--- config.mk ---
export PLATFORM = sky130hd
export DESIGN_NAME = uart_tx_stream
export DESIGN_NICKNAME = d
export VERILOG_FILES = /design/src/rtl/uart_pkg.sv /design/src/rtl/byte_fifo.sv /design/src/rtl/uart_tx_stream.sv
export SDC_FILE = /design/constraint.sdc
export NUM_CORES = 1
export LEC_CHECK = 0
export CAP_MARGIN = 20
export CORE_AREA = 10 10 143 145
export CTS_CLUSTER_DIAMETER = 120
export DETAILED_ROUTE_END_ITERATION = 12
export DIE_AREA = 0 0 153 155
export DONT_BUFFER_PORTS = 1
export SKIP_LAST_GASP = 1
export SYNTH_ARGS = -nofsm -noshare
export SYNTH_HDL_FRONTEND = slang
export SYNTH_HIERARCHICAL = 1
export SYNTH_SLANG_ARGS = --single-unit
--- constraint.sdc ---
create_clock -name clk -period 3.6 [get_ports clk]
set_input_delay 0.72 -clock clk [delete_from_list [all_inputs] [get_ports clk]]
set_output_delay 0.72 -clock clk [all_outputs]
set_load 0.02 [all_outputs]
--- src/rtl/uart_pkg.sv ---
// Shared UART definitions: serializer states, frame geometry and baud divisor helper.
package uart_pkg;

  typedef enum logic [1:0] {IDLE, START, DATA, STOP} tx_state_t;

  localparam int DATA_BITS  = 8;
  localparam int FRAME_BITS = 10;

  function automatic int clks_per_bit(input int clk_freq, input int baud);
    return clk_freq / baud;
  endfunction

endpackage

--- src/rtl/byte_fifo.sv ---
// Synchronous FIFO with extra-bit pointers so full and empty are distinguishable.
module byte_fifo #(
  parameter  int WIDTH = 8,
  parameter  int DEPTH = 16,
  localparam int AW    = $clog2(DEPTH)
) (
  input  logic             clk,
  input  logic             rst,
  input  logic             push,
  input  logic             pop,
  input  logic [WIDTH-1:0] din,
  output logic [WIDTH-1:0] dout,
  output logic             full,
  output logic             empty,
  output logic [AW:0]      count
);

  logic [WIDTH-1:0] mem_q [DEPTH];
  logic [AW:0]      wr_ptr_q, wr_ptr_d;
  logic [AW:0]      rd_ptr_q, rd_ptr_d;
  logic             do_push, do_pop;

  always_comb begin
    count    = wr_ptr_q - rd_ptr_q;
    empty    = (wr_ptr_q == rd_ptr_q);
    full     = (count == (AW+1)'(DEPTH));
    do_push  = push && !full;
    do_pop   = pop && !empty;
    wr_ptr_d = wr_ptr_q + (AW+1)'(do_push);
    rd_ptr_d = rd_ptr_q + (AW+1)'(do_pop);
    dout     = mem_q[rd_ptr_q[AW-1:0]];
  end

  always_ff @(posedge clk or posedge rst) begin
    if (rst) begin
      wr_ptr_q <= '0;
      rd_ptr_q <= '0;
    end else begin
      wr_ptr_q <= wr_ptr_d;
      rd_ptr_q <= rd_ptr_d;
    end
  end

  // Storage needs no reset: the pointers alone define which entries are live.
  always_ff @(posedge clk) begin
    if (do_push) mem_q[wr_ptr_q[AW-1:0]] <= din;
  end

endmodule

--- src/rtl/uart_tx_stream.sv ---
// Byte-stream 8N1 UART transmitter: valid/ready into a FIFO, back-to-back frames on RsTx.
module uart_tx_stream
  import uart_pkg::*;
#(
  parameter int CLK_FREQ   = 100_000_000,
  parameter int BAUD_RATE  = 115200,
  parameter int FIFO_DEPTH = 16
) (
  input  logic                         clk,
  input  logic                         rst,
  input  logic [7:0]                   data_in,
  input  logic                         valid_in,
  output logic                         ready_out,
  output logic                         RsTx,
  output logic                         busy,
  output logic [$clog2(FIFO_DEPTH):0]  fifo_count,
  output logic                         frame_done
);

  localparam int CLKS_PER_BIT = clks_per_bit(CLK_FREQ, BAUD_RATE);
  localparam int CNT_W        = $clog2(CLKS_PER_BIT);

  tx_state_t         state_q, state_d;
  logic [CNT_W-1:0]  clk_cnt_q, clk_cnt_d;
  logic [2:0]        bit_idx_q, bit_idx_d;
  logic [7:0]        shift_q, shift_d;
  logic              tx_q, tx_d;
  logic              frame_done_q, frame_done_d;
  logic              bit_end;
  logic              fifo_pop, fifo_full, fifo_empty;
  logic [7:0]        fifo_dout;

  byte_fifo #(.WIDTH(8), .DEPTH(FIFO_DEPTH)) u_fifo (
    .clk   (clk),
    .rst   (rst),
    .push  (valid_in),
    .pop   (fifo_pop),
    .din   (data_in),
    .dout  (fifo_dout),
    .full  (fifo_full),
    .empty (fifo_empty),
    .count (fifo_count)
  );

  always_comb begin
    state_d      = state_q;
    clk_cnt_d    = clk_cnt_q;
    bit_idx_d    = bit_idx_q;
    shift_d      = shift_q;
    tx_d         = tx_q;
    frame_done_d = 1'b0;
    fifo_pop     = 1'b0;
    bit_end      = (clk_cnt_q == CNT_W'(CLKS_PER_BIT-1));
    if (state_q != IDLE) clk_cnt_d = bit_end ? '0 : clk_cnt_q + CNT_W'(1);
    case (state_q)
      IDLE: begin
        tx_d = 1'b1;
        if (!fifo_empty) begin
          fifo_pop  = 1'b1;
          shift_d   = fifo_dout;
          tx_d      = 1'b0;
          clk_cnt_d = '0;
          state_d   = START;
        end
      end
      START: begin
        if (bit_end) begin
          tx_d      = shift_q[0];
          bit_idx_d = '0;
          state_d   = DATA;
        end
      end
      DATA: begin
        if (bit_end) begin
          if (bit_idx_q == 3'(DATA_BITS-1)) begin
            tx_d    = 1'b1;
            state_d = STOP;
          end else begin
            bit_idx_d = bit_idx_q + 3'd1;
            shift_d   = shift_q >> 1;
            tx_d      = shift_q[1];
          end
        end
      end
      STOP: begin
        // Registered pulse, so it is armed one clk ahead to land on the last stop clk.
        frame_done_d = (clk_cnt_q == CNT_W'(CLKS_PER_BIT-2));
        if (bit_end) begin
          if (!fifo_empty) begin
            fifo_pop = 1'b1;
            shift_d  = fifo_dout;
            tx_d     = 1'b0;
            state_d  = START;
          end else begin
            state_d  = IDLE;
          end
        end
      end
      default: state_d = IDLE;
    endcase
  end

  always_ff @(posedge clk or posedge rst) begin
    if (rst) begin
      state_q      <= IDLE;
      clk_cnt_q    <= '0;
      bit_idx_q    <= '0;
      shift_q      <= '0;
      tx_q         <= 1'b1;
      frame_done_q <= 1'b0;
    end else begin
      state_q      <= state_d;
      clk_cnt_q    <= clk_cnt_d;
      bit_idx_q    <= bit_idx_d;
      shift_q      <= shift_d;
      tx_q         <= tx_d;
      frame_done_q <= frame_done_d;
    end
  end

  assign RsTx       = tx_q;
  assign frame_done = frame_done_q;
  assign ready_out  = !fifo_full;
  assign busy       = (state_q != IDLE) || !fifo_empty;

endmodule

==> impl_metrics.tcl <==
set metrics [dict create \
    status "complete, no violations" \
    grt_antenna_before_repair 0 \
    die_x_um 153 \
    end_kind "output port" \
    hold_buffers 0 \
    path_clk_slew_ps 60 \
    p_total_mw 6.87 \
    core_area_sq_mm 0.0177 \
    p_seq_frac 0.365 \
    clk_latency_ps 420 \
    num_rows 49 \
    worst_clock_skew_ps 9.17 \
    cts_tree "done" \
    seq_area_sq_mm 0.00472 \
    pwr-share-comb 0.369 \
    avgViaCountPerCell 5.42 \
    switching_power_mw 2.29 \
    syn-num-nets 452 \
    placed_area_sq_mm 0.00743 \
    drv_cap 0 \
    leakagePower_nw 2.87 \
    finalNonFillerCells 687 \
    place_congestion 0.748 \
    relSlewSlack 0.298 \
    synth_ff_type "edfxtp_1" \
    vias 3725 \
    netSwitchingFraction 0.333 \
    dr.pass1.iters 4 \
    avgSynthCellArea_sq_um 16.7 \
    die_y_um 155 \
    clock_sinks 163 \
    placed_cells 652 \
    drt_iter0_markers 238 \
    initial_core_util 0.399 \
    max_freq_mhz 290 \
    p_per_area_mw_per_mm2 850 \
    reg2reg_depth 8 \
    hpwl_um 9180 \
    grt_pass1_vias 3845 \
    finalSetupViolCount 0 \
    clock_power_share 0.266 \
    synth-seq-cells 163 \
    synthArstFlopShare 0.215 \
    multiInputGateArea_sq_mm 0.00222 \
    io_pins 20 \
    hold_viol 0 \
    rsz0062_at_grt "no" \
    worst-setup-path-type "reg -> out" \
    synth_cell_type_count 50 \
    grt_pass1_wl_um 21900 \
    start_kind "flip-flop" \
    synth_common_cells "edfxtp_1, dfrtp_1, mux4_2" \
    antennaDiodeCount 0 \
    final_nets 474 \
    ys_seq_area_frac 0.670 \
    ant_nets 0 \
    synth_edf_count 128 \
    cp_max_fo 3 \
    syn_inst 423 \
    slew_violations 0 \
    worst_slack_ps 146 \
    portBuffers 0 \
    hold_slack_ps 70.8 \
    fin_crit_sh 0.959 \
    crit_required_ps 2880 \
    cts_max_path_buffers 2 \
    synth_top_area_cell "edfxtp_1" \
    nFillCells 1524 \
    ys_top_cells_by_area "edfxtp_1, dfrtp_1, mux4_2, ha_1, a22oi_1" \
    yosysTopAreaCellShare 0.545 \
    irDropWorstVdd_v 0.000383 \
    wl_um 13800 \
    area_growth_pct 14.7 \
    final_cell_area_sq_mm 0.00808 \
    yosysMostFrequentCell "edfxtp_1" \
    synth_area_sq_mm 0.00705 \
    cts-root-buf "clkbuf_16" \
    drc 0 \
    ctsHtreeMaxLevel 4 \
    cts_buffers 17 \
    worst_pin_slew_ps 1040 \
    dieArea_sq_mm 0.0237 \
    arrival_ps 2730 \
    final_util 0.458 \
    place_ws_ps 372 \
    grt_max_degree 35 \
    fin_crit_ps 3450 \
    fin_tns_setup_ps 0 \
    wl_per_cell_um 20.2 \
    overflow 0 \
    drive_above_1_share 0.247 \
    hold_class "in -> async" \
    grt_use_total 0.118 \
    internal_power_mw 4.58 \
    yosysWarnings 6 \
]
flip-flops by register name, summed over array words and instances (netlist names):
| signal | count |
|---|---|
| RsTx | 1 |
| bit_idx_q | 3 |
| clk_cnt_q | 10 |
| frame_done | 1 |
| shift_q | 8 |
| state_q | 2 |
| u_fifo/mem_q | 128 |
| u_fifo/rd_ptr_q | 5 |
| u_fifo/wr_ptr_q | 5 |
power by group through the flow:
stage	clock network, mW	registers (mW)	logic [mW]
after detailed placement	0	2.55	2.52
after CTS	1.87	2.51	2.55
after global placement	0	2.53	2.46
final	1.83	2.51	2.53
after global routing	1.94	2.54	2.78
after floorplan	0	2.50	1.94
cells by family (layout without fill, tap and decap cells):
logic type	after synthesis	count (layout)	share of synthesized area
adder cells (fa/ha/maj)	18	18	0.0330
AO/OA/AOI/OAI	57	57	0.0577
AND/OR/NAND/NOR	91	91	0.0735
flip-flops	163	163	0.670
XOR/XNOR	8	8	0.00994
buffers and inverters	37	72	0.0225
multiplexers	49	49	0.134
area by class of cell:
| cell class | count | area share |
|---|---|---|
| well taps | 229 | 0.0354 |
| flip-flops and latches | 163 | 0.584 |
| inverters | 21 | 0.00975 |
| multi-input cells | 223 | 0.275 |
| clock buffers | 17 | 0.0526 |
| repair buffers | 19 | 0.0206 |
| clock inverters | 15 | 0.0223 |
what timing repair did:
action | in CTS | in global routing
gates resized for setup | 1 | 1
buffers inserted | 1 | 0
endpoints found under the setup margin | 1 | 1
layout by cell type, fill, tap and decap left out, types with 6 or more instances in the layout:
| cell | count |
|---|---|
| a21oi_1 | 10 |
| a22oi_1 | 17 |
| buf_4 | 17 |
| clkbuf_16 | 17 |
| dfrtp_1 | 33 |
| edfxtp_1 | 128 |
| ha_1 | 17 |
| inv_1 | 21 |
| mux2_2 | 8 |
| mux2_4 | 8 |
| mux4_2 | 32 |
| nand2_1 | 22 |
| nand3_1 | 10 |
| nor2_1 | 12 |
| nor4_1 | 8 |
| o21ai_0 | 12 |
| or3_1 | 6 |
worst max-delay path, cell delays in order (launching register included):
cell       delay [ps]
dfrtp_1           390
inv_1              90
ha_1              160
inv_1              50
fa_1              390
xor2_1            190
or3_4             350
a2111oi_4         330
buf_6             150
inv_1              40
buf_4             150
routing by layer:
| metal | vias up | global-route usage | wire length, um |
|---|---|---|---|
| met1 | 1926 | 0.142 | 5900 |
| met5 | - | 0 | 0 |
| met4 | 0 | 0.0504 | 273 |
| met2 | 65 | 0.201 | 7160 |
| li1 | 1717 | - | - |
| met3 | 17 | 0.0273 | 520 |
path summary, 6_finish.rpt:
| check | from | to | slack [ps] |
|---|---|---|---|
| min in group clk | data_in[7] | u_fifo/mem_q[4][7] | 390 |
| max in group asynchronous | rst | RsTx | 3100 |
| worst max register to register | u_fifo/rd_ptr_q[2] | u_fifo/mem_q[11][3] | 380 |
| worst max-delay path | u_fifo/wr_ptr_q[0] | ready_out | 150 |
| worst min-delay path | rst | clk_cnt_q[0] | 70 |
| worst min register to register | u_fifo/wr_ptr_q[4] | u_fifo/wr_ptr_q[4] | 510 |
Note: power is estimated with default switching activity, not from simulation.
==> RTL change 1, RTL diff (config.mk and constraints unchanged) <==
Reset style: synchronous (`rst`), changed in 2 clocked blocks.
--- a/src/rtl/byte_fifo.sv
+++ b/src/rtl/byte_fifo.sv
@@ -31,7 +31,7 @@
     dout     = mem_q[rd_ptr_q[AW-1:0]];
   end
 
-  always_ff @(posedge clk or posedge rst) begin
+  always_ff @(posedge clk) begin
     if (rst) begin
       wr_ptr_q <= '0;
       rd_ptr_q <= '0;
--- a/src/rtl/uart_tx_stream.sv
+++ b/src/rtl/uart_tx_stream.sv
@@ -100,7 +100,7 @@
     endcase
   end
 
-  always_ff @(posedge clk or posedge rst) begin
+  always_ff @(posedge clk) begin
     if (rst) begin
       state_q      <= IDLE;
       clk_cnt_q    <= '0;
Function: differs if rst is asserted again (counterexample within 4 cycles, from zero or initial values and one cycle with rst high); with rst held inactive, the same outputs for 10 cycles.
==> RTL change 1 against the original RTL <==
- clock power down 9%
- maximum frequency up 4.1%
- sequential cell count unchanged
- global-route usage up 0.74 points
- via count up 10%
- combinational power down 41%
- final area down 0.74%
- routed wire length up 5.5%
- setup slack better by 0.14 ns
- count of clock-buffer cells in the layout unchanged
- area after synthesis up 2.3%
- total power down 22%
==> RTL change 1: results (changes against the original RTL) <==
Worst hold path
  • Min-delay worst type: input port to register

Synthesis
  • Ys async rst share: 0% (-21 points)
  • Mapped Avg Cell Area: 15.1 um2 (-9.2%)
  • Unique masters post-synth: 53 (+6.0%)
  • Multiplexer area fraction after synthesis: 11.8% (-1.5 points)
  • Post-synth top cells: 128 x edfxtp_1, 35 x dfxtp_1, 30 x nor2_1, 24 x nand2_1, 23 x a31oi_1
  • Synth top area cells: edfxtp_1 53%, dfxtp_1 9.7%, mux4_2 5.6%, mux4_1 5.1%, ha_1 3.1%
  • Synth Area in Compound Gates: 8.52% (+2.7 points)
  • Post-Syn Nets: 507 (+12%)

Finish
  • Share of layout cells above drive strength 1: 16.6% (-8.0 points)
  • Fill count: 1,550 (+1.7%)
  • Non-filler cells, final: 734 (+6.8%)
  • Sequential cell area: 4550 um2 (-3.7%)
  • Final nets: 522 (+10%)

STA
  • Least-Margin Pin Slew: 0.790 ns (-0.254 ns)

Drt
  • Routed vias: 4,099 (+10%)
  • Met1 WL: 6400 um (+8.6%)
  • Iter 0 DRT Violations: 323 (+36%)
  • WL final: 14,600 um (+5.5%)
  • Met2 wire length: 7440 um (+3.9%)
  • Total length of routed met3 wires: 573 um (+10%)

Global route
  • First-pass GRT wire length: 23,400 um (+6.7%)
  • All-Layer GR Usage: 12.6% (+0.74 points)
  • Routing usage on met1: 15.3% (+1.1 points)
  • Largest net degree at the start of global routing: 38 (+8.6%)

Power
  • Sequential power: 2200 uW (-12%)
  • Maximum vdd drop: 369 uV (-3.8%)
  • Combinational share of power: 27.8% (-9.1 points)

Place
  • Gpl congestion: 0.784 (+4.8%)
  • Worst slack at placement: 0.676 ns (+0.305 ns)
  • Placed Instances: 702 (+7.7%)
  • HPWL after DPL: 9530 um (+3.8%)

Clock tree
  • Postcts setup bufs: 0 (-1)

Worst setup path
  • FF-to-FF path depth: 13 (+5)
  • Critical-path maximum fanout: 19 (+16)

Outcome
  • Status: completed
RTL change 1: changes by cell type after synthesis, sizes merged, moves of 6 or more:
cell    before  now
a311oi       0    8
nor2        12   30
dfrtp       34    0
o21ai       12    6
mux2        16    0
buf          7   17
or3          8    0
nand3       10   18
a31oi        1   23
a21oi       10   18
dfxtp        0   35
nor2b        3    9
mux2i        1    8
nor4        12    1
RTL change 1: area by class of cell:
class / count / share of cell area, %
clock buffers: 17 / 5.30
flip-flops and latches: 163 / 56.7
well taps: 229 / 3.57
repair buffers: 23 / 2.15
inverters: 18 / 0.842
multi-input cells: 269 / 30.0
clock inverters: 15 / 1.51
RTL change 1: path summary, 6_finish.rpt:
check                           from                 end  slack (ns)
setup reg to reg  u_fifo/wr_ptr_q[0]  u_fifo/wr_ptr_q[4]        0.66
hold / removal                   rst        clk_cnt_q[4]        0.37
setup / recovery  u_fifo/rd_ptr_q[2]           ready_out        0.28
hold reg to reg         bit_idx_q[0]        bit_idx_q[0]        0.47
==> RTL change 2, RTL diff (config.mk and constraints unchanged) <==
Without the edit above. `CLK_FREQ`: 100_000_000 -> 25_000_000.
--- a/src/rtl/uart_tx_stream.sv
+++ b/src/rtl/uart_tx_stream.sv
@@ -2,7 +2,7 @@
 module uart_tx_stream
   import uart_pkg::*;
 #(
-  parameter int CLK_FREQ   = 100_000_000,
+  parameter int CLK_FREQ   = 25_000_000,
   parameter int BAUD_RATE  = 115200,
   parameter int FIFO_DEPTH = 16
 ) (
Check against the original RTL: same outputs for any inputs over 10 cycles, from zero or initial values and one cycle with rst high; that may be too few to reach the edited logic, so the function may still have changed.
==> RTL change 2 against the original RTL <==
- area after synthesis is 2.4% lower
- count of clock-buffer cells in the layout rose by 1
- routed wire length shrank 0.57%
- clock power down 8%
- sequential cell count down 2
- worst hold slack better by 0.094 ns
- final area is 2.9% lower
- total power fell by 2.5%
- setup slack better by 0.0089 ns
- die area did not move
==> RTL change 2: results (changes against the original RTL) <==
Global route
  • First-pass GRT wire length: 21,500 um (-1.8%)
  • Vias in the first global route: 3,700 (-3.8%)
  • All-Layer GR Usage: 11.9% (+0.027 points)
  • Initial antenna violation count: 0 (unchanged)
  • Largest net degree at the start of global routing: 35 (unchanged)

Drt
  • Iter 0 DRT Violations: 271 (+14%)
  • Vias per cell: 5.44 (+0.38%)
  • WL final: 13,800 um (-0.57%)
  • Initial DRT Pass Iterations: 5 (+1)

Worst setup path
  • Worst path slowest cell: dfrtp_1
  • Max incr delay on CP: 0.39 ns (about the same)
  • CP Launch Point: u_fifo/wr_ptr_q[0]
  • Critical-path maximum fanout: 6 (+3)
  • R2R Path End: u_fifo/mem_q[0][4]
  • Reg2Reg Launch Point: u_fifo/wr_ptr_q[2]
  • Worst R2R Setup Slack: 0.30 ns (-0.08 ns)
  • FF-to-FF path depth: 8 (unchanged)

Outcome
  • Status: completed

Synthesis
  • Adder-Cell Fraction of Synth Area: 3.20% (-0.10 points)
  • Synth Area in Compound Gates: 5.79% (+0.016 points)
  • Post-synth top cells: 128 x edfxtp_1, 32 x dfrtp_1, 32 x mux4_2, 19 x nand2_1, 17 x inv_1
  • Sequential share of the synthesized area: 67.9% (+0.94 points)
  • Multiplexer area fraction after synthesis: 13.3% (-0.031 points)
  • Post-Syn Nets: 431 (-4.6%)
  • Syn. warnings: 6 (unchanged)
  • Synth top area cells: edfxtp_1 56%, dfrtp_1 12%, mux4_2 10%, ha_1 2.9%, mux2_2 2.6%
  • Ys async rst share: 20.5% (-0.98 points)
  • Post-synthesis xor/xnor area fraction: 1.40% (+0.41 points)
  • Unique masters post-synth: 49 (-2.0%)

Finish
  • Share of layout cells above drive strength 1: 26.0% (+1.3 points)
  • Final nets: 458 (-3.4%)

STA
  • Least-Margin Pin Slew: 1.11 ns (+0.0684 ns)
  • Hold WS: 0.165 ns (+0.0941 ns)
  • Clk_skew: 0.0133 ns (+0.00416 ns)
  • Slew Limit Fails: 0 (unchanged)

Clock tree
  • Clk_lat worst skew: 0.42 ns (about the same)
  • Total CTS buffers: 17 (unchanged)
  • CTS H-tree lvls: 4 (unchanged)
  • Reg clk slew, reported paths: 0.07 ns

Place
  • Gpl congestion: 0.778 (+4.0%)
  • DP Area: 7260 um2 (-2.3%)
  • HPWL after DPL: 8930 um (-2.7%)

Power
  • Maximum vdd drop: 483 uV (+26%)
  • Pleak: 0.00277 uW (-3.4%)

Worst hold path
  • Min-delay worst type: input port to async pin
-- RTL change 2: cell count changes after synthesis, sizes merged, moves of 3 or more --
cell   delta
a22o      +3
o21ai     -3
nor2b     +3
inv       -4
or3       -6
nand2     -3
and3      -4
o31ai     -4
-- RTL change 2: worst max-delay path by stage --
stage	slack, ns	endpoint	depth (start not counted)
after global routing	0.01	ready_out	10
final	0.16	ready_out	10
after detailed placement	0.41	ready_out	10
after CTS	0.001	ready_out	10
after floorplan	0.08	u_fifo/mem_q[0][0]	9
after global placement	0.47	ready_out	10
-- RTL change 2: repair_timing --
item	CTS	global route
setup endpoints to repair	1	1
gates resized for setup	1	1
pin swaps	0	0
setup buffers	0	4
-- RTL change 2: power breakdown --
part / internal, uW / total, uW / leakage, uW / switching, uW
clock: 907 / 1680 / 0.000269 / 772
sequential: 2330 / 2500 / 0.00157 / 172
combinational: 1110 / 2520 / 0.000935 / 1410
total: 4350 / 6700 / 0.00277 / 2350
-- RTL change 2: logic make-up after synthesis --
kind of cell | Yosys count
and+or+nand+nor | 80
buffers and inverters | 33
muxes | 49
DFF | 161
AOI/OAI and AO/OA | 52
xor gates and xnor gates | 11
adders and majority gates | 17
-- RTL change 2: layout make-up --
| type | instances | area, um2 |
|---|---|---|
| sequential | 161 | 4670 |
| timing repair buffer | 24 | 184 |
| clock inverter | 13 | 116 |
| clock buffer | 18 | 429 |
| multi-input combinational | 209 | 2090 |
| inverter | 17 | 63.8 |
| fill | 1567 | 9810 |
| tap | 229 | 287 |
-- RTL change 2: metal layers --
layer / part of all wire (%) / routed length [um] / global-route usage [%] / vias to the layer above
met5: 0 / 0 / 0 / -
met4: 0.97 / 134 / 3.50 / 0
met3: 7.4 / 1020 / 3.53 / 13
met2: 47 / 6480 / 18.1 / 106
met1: 45 / 6130 / 16.0 / 1876
li1: - / - / - / 1657
-- RTL change 2: critical path, delay by kind of cell, from the launching register on --
| kind | cells | cell delay (ns) |
|---|---|---|
| DFF | 1 | 0.39 |
| xor gates and xnor gates | 1 | 0.19 |
| adders and majority gates | 2 | 0.52 |
| and+or+nand+nor | 1 | 0.36 |
| AOI/OAI and AO/OA | 1 | 0.34 |
| buffers and inverters | 5 | 0.51 |
-- RTL change 2: per-stage QoR --
stage	instances	power, uW	worst slack (ns)
floorplan	403	4370	0.0770
global placement	635	4960	0.475
detailed placement	635	5040	0.410
CTS	666	6730	0.00120
global route	671	7100	0.00961
finish	671	6700	0.155
